==> src/rtl/dma_write_burst_scheduler.sv <==
`default_nettype none
// ============================================================================
// Module   : dma_write_burst_scheduler
// Purpose  : Splits a programmed (base, length) DMA write into AXI4 INCR
//            bursts of at most MAX_BURST beats that never cross a 4KB page.
//            Issues AW requests, hands beat counts to the W data engine,
//            bounds the number of bursts awaiting a B response, collects
//            responses and reports done / error status.
// Ports    : clk, rst_n            - clock, async active-low reset
//            cfg_*                 - start pulse, base address, byte length
//            busy, done, err_*     - status toward the register block
//            m_axi_aw*, m_axi_b*   - AXI4 write address / response channels
//            wcmd_*                - beat-count command to the W engine
// Revision : 1.0 - initial release
// ============================================================================
module dma_write_burst_scheduler #(
  parameter int ADDR_WIDTH      = 32,
  parameter int DATA_WIDTH      = 32,
  parameter int LEN_WIDTH       = 20,
  parameter int MAX_BURST       = 16,
  parameter int MAX_OUTSTANDING = 4
) (
  input  logic                  clk,
  input  logic                  rst_n,
  input  logic                  cfg_start,
  input  logic [ADDR_WIDTH-1:0] cfg_base_addr,
  input  logic [LEN_WIDTH-1:0]  cfg_len_bytes,
  output logic                  busy,
  output logic                  done,
  output logic                  err_unaligned,
  output logic                  err_slverr,
  output logic [ADDR_WIDTH-1:0] m_axi_awaddr,
  output logic [7:0]            m_axi_awlen,
  output logic [2:0]            m_axi_awsize,
  output logic [1:0]            m_axi_awburst,
  output logic                  m_axi_awvalid,
  input  logic                  m_axi_awready,
  input  logic                  m_axi_bvalid,
  input  logic [1:0]            m_axi_bresp,
  output logic                  m_axi_bready,
  output logic                  wcmd_valid,
  output logic [8:0]            wcmd_beats,
  input  logic                  wcmd_ready
);

  localparam int c_bpb      = DATA_WIDTH / 8;
  localparam int c_bpb_log2 = $clog2(c_bpb);
  localparam int c_out_w    = $clog2(MAX_OUTSTANDING + 1);
  localparam logic [c_out_w-1:0]    c_max_out   = c_out_w'(MAX_OUTSTANDING);
  localparam logic [c_out_w-1:0]    c_out_one   = c_out_w'(1);
  localparam logic [ADDR_WIDTH-1:0] c_addr_mask = ADDR_WIDTH'(c_bpb - 1);
  localparam logic [LEN_WIDTH-1:0]  c_len_mask  = LEN_WIDTH'(c_bpb - 1);

  typedef enum logic [2:0] {
    S_IDLE  = 3'd0,
    S_CHECK = 3'd1,
    S_ISSUE = 3'd2,
    S_DRAIN = 3'd3,
    S_DONE  = 3'd4
  } state_t;

  state_t                r_state;
  logic [ADDR_WIDTH-1:0] r_addr;
  logic [LEN_WIDTH-1:0]  r_len;
  logic [LEN_WIDTH-1:0]  r_remaining;
  logic [c_out_w-1:0]    r_outstanding;
  logic                  r_burst_active;
  logic                  r_busy;
  logic                  r_done;
  logic                  r_err_unaligned;
  logic                  r_err_slverr;
  logic                  r_awvalid;
  logic [ADDR_WIDTH-1:0] r_awaddr;
  logic [7:0]            r_awlen;
  logic                  r_wcmd_valid;
  logic [8:0]            r_wcmd_beats;

  logic        w_aw_hs;
  logic        w_w_hs;
  logic        w_b_hs;
  logic        w_b_dec;
  logic        w_burst_complete;
  logic [12:0] w_page_beats;
  logic [8:0]  w_rem_cap;
  logic [8:0]  w_beats;

  assign w_aw_hs = r_awvalid & m_axi_awready;
  assign w_w_hs  = r_wcmd_valid & wcmd_ready;
  // Responses only count while a transfer is active; a stray B when the
  // counter is already empty cannot underflow it.
  assign w_b_hs  = r_busy & m_axi_bvalid;
  assign w_b_dec = w_b_hs & (r_outstanding != '0);

  // A burst is complete once neither channel is still waiting, counting a
  // handshake that happens in this very cycle.
  assign w_burst_complete = r_burst_active
                          & ~(r_awvalid & ~m_axi_awready)
                          & ~(r_wcmd_valid & ~wcmd_ready);

  // 13-bit so that a page-aligned address yields a full page of beats.
  assign w_page_beats = (13'd4096 - {1'b0, r_addr[11:0]}) >> c_bpb_log2;
  assign w_rem_cap    = (r_remaining > LEN_WIDTH'(MAX_BURST)) ?
                        9'(MAX_BURST) : 9'(r_remaining);
  assign w_beats      = ({4'd0, w_rem_cap} > w_page_beats) ?
                        9'(w_page_beats) : w_rem_cap;

  always_ff @(posedge clk or negedge rst_n) begin
    if (!rst_n) begin
      r_state         <= S_IDLE;
      r_addr          <= '0;
      r_len           <= '0;
      r_remaining     <= '0;
      r_outstanding   <= '0;
      r_burst_active  <= 1'b0;
      r_busy          <= 1'b0;
      r_done          <= 1'b0;
      r_err_unaligned <= 1'b0;
      r_err_slverr    <= 1'b0;
      r_awvalid       <= 1'b0;
      r_awaddr        <= '0;
      r_awlen         <= '0;
      r_wcmd_valid    <= 1'b0;
      r_wcmd_beats    <= '0;
    end else begin
      // Outstanding bookkeeping runs independently of the state machine.
      if (w_aw_hs && !w_b_dec) begin
        r_outstanding <= r_outstanding + c_out_one;
      end else if (!w_aw_hs && w_b_dec) begin
        r_outstanding <= r_outstanding - c_out_one;
      end
      if (w_b_hs && (m_axi_bresp != 2'b00)) begin
        r_err_slverr <= 1'b1;
      end

      case (r_state)
        S_IDLE: begin
          if (cfg_start) begin
            r_addr          <= cfg_base_addr;
            r_len           <= cfg_len_bytes;
            r_err_unaligned <= 1'b0;
            r_err_slverr    <= 1'b0;
            r_busy          <= 1'b1;
            r_state         <= S_CHECK;
          end
        end

        S_CHECK: begin
          if (((r_addr & c_addr_mask) != '0) || ((r_len & c_len_mask) != '0)) begin
            r_err_unaligned <= 1'b1;
            r_done          <= 1'b1;
            r_busy          <= 1'b0;
            r_state         <= S_DONE;
          end else if (r_len == '0) begin
            r_done  <= 1'b1;
            r_busy  <= 1'b0;
            r_state <= S_DONE;
          end else begin
            r_remaining <= r_len >> c_bpb_log2;
            r_state     <= S_ISSUE;
          end
        end

        S_ISSUE: begin
          if (w_aw_hs) r_awvalid    <= 1'b0;
          if (w_w_hs)  r_wcmd_valid <= 1'b0;
          if (w_burst_complete) begin
            r_burst_active <= 1'b0;
            r_addr         <= r_addr + (ADDR_WIDTH'(r_wcmd_beats) << c_bpb_log2);
            r_remaining    <= r_remaining - LEN_WIDTH'(r_wcmd_beats);
            if (r_remaining == LEN_WIDTH'(r_wcmd_beats)) begin
              r_state <= S_DRAIN;
            end
          end else if (!r_burst_active && (r_outstanding < c_max_out)) begin
            r_burst_active <= 1'b1;
            r_awvalid      <= 1'b1;
            r_wcmd_valid   <= 1'b1;
            r_awaddr       <= r_addr;
            r_awlen        <= 8'(w_beats - 9'd1);
            r_wcmd_beats   <= w_beats;
          end
        end

        S_DRAIN: begin
          if (r_outstanding == '0) begin
            r_done  <= 1'b1;
            r_busy  <= 1'b0;
            r_state <= S_DONE;
          end
        end

        S_DONE: begin
          r_done  <= 1'b0;
          r_state <= S_IDLE;
        end

        default: r_state <= S_IDLE;
      endcase
    end
  end

  assign busy          = r_busy;
  assign done          = r_done;
  assign err_unaligned = r_err_unaligned;
  assign err_slverr    = r_err_slverr;
  assign m_axi_awaddr  = r_awaddr;
  assign m_axi_awlen   = r_awlen;
  assign m_axi_awsize  = 3'(c_bpb_log2);
  assign m_axi_awburst = 2'b01;
  assign m_axi_awvalid = r_awvalid;
  assign m_axi_bready  = r_busy;
  assign wcmd_valid    = r_wcmd_valid;
  assign wcmd_beats    = r_wcmd_beats;

endmodule
`default_nettype wire

==> config.mk <==
export PLATFORM = sky130hd
export DESIGN_NAME = dma_write_burst_scheduler
export DESIGN_NICKNAME = d
export VERILOG_FILES = /design/src/rtl/dma_write_burst_scheduler.sv
export SDC_FILE = /design/constraint.sdc
export NUM_CORES = 1
export LEC_CHECK = 0
export BUFFER_PORTS_ARGS = -buffer_cell sky130_fd_sc_hd__buf_2
export CAP_MARGIN = 20
export CORE_UTILIZATION = 42
export CTS_BUF_LIST = sky130_fd_sc_hd__clkbuf_2 sky130_fd_sc_hd__clkbuf_4 sky130_fd_sc_hd__clkbuf_8
export DETAILED_ROUTE_END_ITERATION = 6
export GPL_TIMING_DRIVEN = 0
export PLACE_DENSITY_LB_ADDON = 0.05
export SLEW_MARGIN = 15
export SYNTH_ARGS = -nofsm -noshare
export SYNTH_HDL_FRONTEND = slang
export SYNTH_SLANG_ARGS = --single-unit
==> constraint.sdc <==
create_clock -name clk -period 4.65 [get_ports clk]
set_input_delay 0 -clock clk [delete_from_list [all_inputs] [get_ports clk]]
set_output_delay 0 -clock clk [all_outputs]
set_load 0.005 [all_outputs]
### Word-level counts from Yosys, hierarchy flattened

Index checks and enable logic that the tools add are counted.

* bits in registers: 134
* bits of input ports: 60

* add/subtract/negate cells: 6
* order comparisons: 3
* equal/unequal tests: 13
* mux-type cells: 41
* bitwise gates (word level): 13
* reduce and logical (&&, ||, !) cells: 31

Operators with widths (number)
* 32-bit two-way mux: 2
* 32-bit one-hot mux with 2 select lines: 1
* 20-bit two-way mux: 3
* 20-bit one-hot mux with 2 select lines: 1
* 32-bit by 11-bit adder with 32-bit output: 1
* 32-bit nonzero test: 1
* 3-bit two-way mux: 8
* 20-bit by 9-bit == test with 1-bit output: 1
* 20-bit by 5-bit > comparator with 1-bit output (second input constant): 1
* 20-bit logical NOT: 1
* 1-bit two-way mux: 20
* 20-bit nonzero test: 1
* 20-bit by 9-bit subtractor with 20-bit output: 1
* 9-bit two-way mux: 2
* 2-bit != test (second input constant): 7
* 13-bit by 12-bit subtractor with 13-bit output (first input constant): 1
* 3-bit one-hot mux with 4 select lines: 1
* 3-bit AND reduction: 4
* 4-bit AND reduction: 3
* 2-bit nonzero test: 6
* 9-bit by 11-bit > comparator with 1-bit output: 1
* 3-bit nonzero test: 3
* 1-bit AND: 8
* 8-bit by 1-bit subtractor with 8-bit output (second input constant): 1
* other kinds (15): 28

### Depth between registers and ports, before layout

* depth after elaboration: 7
* depth in mapped cells: 19
* mapped depth without buffers: 18

### Worst setup path after synthesis

No wires, ideal clock.

* kind: reg2reg
* start: reg r_addr[2]
* end: reg r_awlen[4], in the netlist m_axi_awlen[4]
* setup time: 0.121 ns
* arrival: 3.840 ns
* required time: 4.529 ns
* path slack: 0.689 ns
* stages on the path, launching flop included: 20
* buffers on the path: 2
* cell sequence: dfrtp_1 or4_4 buf_6 or3_4 o21ai_0 nand2b_1 ha_1 o21ai_0 o21ai_0 a221oi_1 nand2b_1 clkbuf_8 nor2b_1 a31oi_2 ha_1 nand2_1 o22ai_1 xnor2_1 o211ai_1 nand2_1

* longest elaborated chain between the ends: 4

RTL lines
* start, declared: line 63 `logic [ADDR_WIDTH-1:0] r_addr;`
* start signal, assigned: line 138 `r_addr <= cfg_base_addr;`
* start signal, assigned: line 168 `r_addr <= r_addr + (ADDR_WIDTH'(r_wcmd_beats) << c_bpb_log2);`
* 13-bit by 12-bit subtractor with 13-bit output (*): line 101 `assign w_page_beats = (13'd4096 - {1'b0, r_addr[11:0]}) >> c_bpb_log2;`
* 9-bit by 11-bit > comparator with 1-bit output: line 104 `assign w_beats = ({4'd0, w_rem_cap} > w_page_beats) ?`
* 9-bit two-way mux (*): line 104
* 8-bit by 1-bit subtractor with 8-bit output (*): line 178 `r_awlen <= 8'(w_beats - 9'd1);`
* end signal, assigned: line 178
* end, declared: line 74 `logic [7:0] r_awlen;`

Mark *: on every way between the ends. The rest lies on a longest branch, timed or not.
A chain may end at the register's enable or synchronous reset.

### Worst setup path after layout

Ends and elaborated chain as after synthesis.

==> run metrics <==
status finished clean; vias in the first global route 6785; Clk pwr share 15.7%; commonest cells after routing, fill and taps aside 241 x nand2_1, 134 x dfrtp_1, 119 x buf_2; Slew Limit Headroom a little over two fifths; fin crit period roughly 4.3 ns; Seq cells post-synth 134; drt via density between 5 and 6; commonest non-fill, non-tap cell in the layout nand2_1; diode count 0; DR vias between 7000 and 8000; Final Hold Slack 0.0710 ns; Total GRT Usage 26.0%; final wirelength approximately 23000 um; initial antenna violation count 0; Avg Inst Size Synth between 8 and 9 um^2; Core Footprint roughly 0.018 mm^2; Die H between 100 and 150 um; clk slew on worst S/H paths roughly 0.080 ns; CTS sink count between 100 and 150; Crit path required time about 5.0 ns; die width roughly 140 um; period utilization just over 90%; grt total ovfl 0; CP endpoint kind register; Min-Delay Path Class input pin to asynchronous set/reset pin; worst-case reg-to-reg path depth 18; Worst IR Drop VDD roughly 0.00026 V; power density over cell area 689 mW/mm^2; Final nets 1197; final antenna-violating net count 0; Critical R2R Capture m_axi_awlen[4]; CP Launch Type register; final setup fails 0; sequential area share after synthesis a little over two fifths; Mapped Area roughly 0.0077 mm^2; number of flops mapped to enable cells by yosys 0; Post-DP HPWL 16700 um; f_max roughly 230 MHz; final slew viol count 0; YS warnings 0; Synth cell types 69; CTS tree yes; R2R Setup Slk about 0.35 ns; Pwr Total roughly 6.7 mW; Initial Util ~43%; WS Path Type register to register; Critical Path Fanout Max 7; layout cells sized above 1 between 15 and 20%; Top Ports approximately 120; Iteration-0 DRC Markers 632; Net Switching 3.00 mW; global-route wire length before repair between 30000 and 40000 um; Int Pwr 3.67 mW; post-synthesis cell count around 900; htree depth 4; Pleak about 4.6 nW; DIE AREA between 0.015 and 0.02 mm^2; Slew @ Worst Pin about 0.85 ns; number of CTS-inserted buffers 17; Synth Flop Type dfrtp_1; DR WL/cell between 15 and 20 um; largest net degree at the start of global routing 70; Clock Path Buffers 2; Worst R2R Start r_addr[2]; Worst-Skew Late Latency around 0.46 ns; I/O Buffers 115; fillers between 1500 and 2000; Switching Fraction 45.0%; area grow syn2layout 26.1%; GPL Wtd Cong between 0.8 and 0.9; Reg power frac between 30% and 40%; RSZ-0062 raised after global routing false; CP Data Arrival Time about 4.7 ns; clk root buf clkbuf_8; FP Rows just under 50; DRT Pass-1 Iters 5; remaining routing DRC violations 0; Max Cap Viol 0; fraction of registers with async set/reset 100%; final hold vios 0; clk_skew 0.0136 ns; Comb power frac 50.1%
registers in the layout, indices dropped and copies added (netlist names), 3 cells and up:
register       count
m_axi_awaddr      32
r_outstanding      3
r_state            3
r_remaining       20
r_len             20
wcmd_beats         9
m_axi_awlen        8
r_addr            32
worst max path at each step:
stage	slack [ns]	to	from
3_5_place_dp	-0.12	m_axi_awlen[4]	r_remaining[14]
5_1_grt	0.05	m_axi_awlen[4]	r_addr[2]
6_report	0.35	m_axi_awlen[4]	r_addr[2]
3_3_place_gp	-0.13	m_axi_awlen[4]	r_remaining[14]
2_1_floorplan	0.69	m_axi_awlen[4]	r_addr[2]
4_1_cts	0.01	m_axi_awlen[4]	r_remaining[14]
layer usage:
layer | routed length [um] | track usage (%) | vias to the layer above
li1 | - | - | 3567
met1 | 11000 | 35.9 | 3403
met2 | 10600 | 41.6 | 227
met3 | 1190 | 4.23 | 31
met4 | 484 | 8.06 | 0
met5 | 0 | 0 | -
stage by stage:
stage / setup TNS, ns / instance area, um^2 / std cells / util (%) / worst slack, ns
floorplan: 0 / 7710 / 908 / - / 0.689
global placement: -0.261 / 8570 / 1252 / 47.7 / -0.132
detailed placement: -0.220 / 8620 / 1254 / 48.0 / -0.116
CTS: 0 / 9620 / 1343 / 53.5 / 0.00964
global route: 0 / 9690 / 1347 / 53.9 / 0.0455
finish: 0 / 9690 / 1347 / 53.9 / 0.350
worst max-delay path: stages, from the launching register on:
cell	delay, ns
dfrtp_1	0.48
or4_4	0.54
buf_6	0.15
or3_4	0.36
xnor2_1	0.25
ha_1	0.30
a211oi_1	0.19
o21ai_0	0.14
a221oi_2	0.37
nand2b_1	0.16
clkbuf_8	0.17
nor2b_1	0.07
a31oi_4	0.22
ha_4	0.21
nand2_1	0.06
o22ai_1	0.14
xnor2_1	0.08
o211ai_1	0.19
nand2_1	0.08
cell families (layout without fill, tap and decap cells):
kind of cell | count (synthesis) | in the layout | share of synthesized area, %
AOI/OAI and AO/OA | 210 | 210 | 17.4
xor gates and xnor gates | 25 | 25 | 2.85
adders and majority gates | 32 | 32 | 5.50
buffers and inverters | 80 | 290 | 5.20
DFF | 134 | 134 | 43.6
muxes | 7 | 7 | 0.945
other | 2 | 9 | 0.0978
and+or+nand+nor | 411 | 411 | 24.4
power groups by stage:
stage | logic (mW) | clock network [mW] | registers, mW
2_1_floorplan | 2.28 | 0 | 2.14
3_3_place_gp | 3.19 | 0 | 2.29
3_5_place_dp | 3.23 | 0 | 2.29
4_1_cts | 3.29 | 1.07 | 2.28
5_1_grt | 3.76 | 1.12 | 2.37
6_report | 3.34 | 1.05 | 2.28
repair_timing:
action	in CTS	in global routing
hold buffers	57	0
gates resized for setup	1	6
cloned	0	0
pin swaps	0	3
setup endpoints to repair	2	3
endpoints found under the hold margin	190	0
buffers inserted	0	4
synthesized netlist by cell type (15+ instances only):
master | number | area, um^2
a21oi_1 | 53 | 265
clkbuf_1 | 31 | 116
dfrtp_1 | 134 | 3350
ha_1 | 29 | 363
inv_1 | 25 | 93.8
nand2_1 | 241 | 905
nand3_1 | 23 | 115
nor2_1 | 50 | 188
nor3_1 | 19 | 95.1
o21ai_0 | 45 | 225
o22ai_1 | 16 | 100
xnor2_1 | 15 | 131
final cells by class:
| class | count | area [um^2] | share of cell area, % |
|---|---|---|---|
| inverters | 25 | 93.8 | 0.969 |
| multi-input cells | 694 | 4010 | 41.4 |
| well taps | 229 | 287 | 2.96 |
| flip-flops and latches | 134 | 3350 | 34.6 |
| clock buffers | 18 | 241 | 2.49 |
| plain buffers | 55 | 305 | 3.15 |
| clock inverters | 14 | 174 | 1.80 |
| repair buffers | 178 | 1220 | 12.6 |
(Power assumes the default switching activity.)
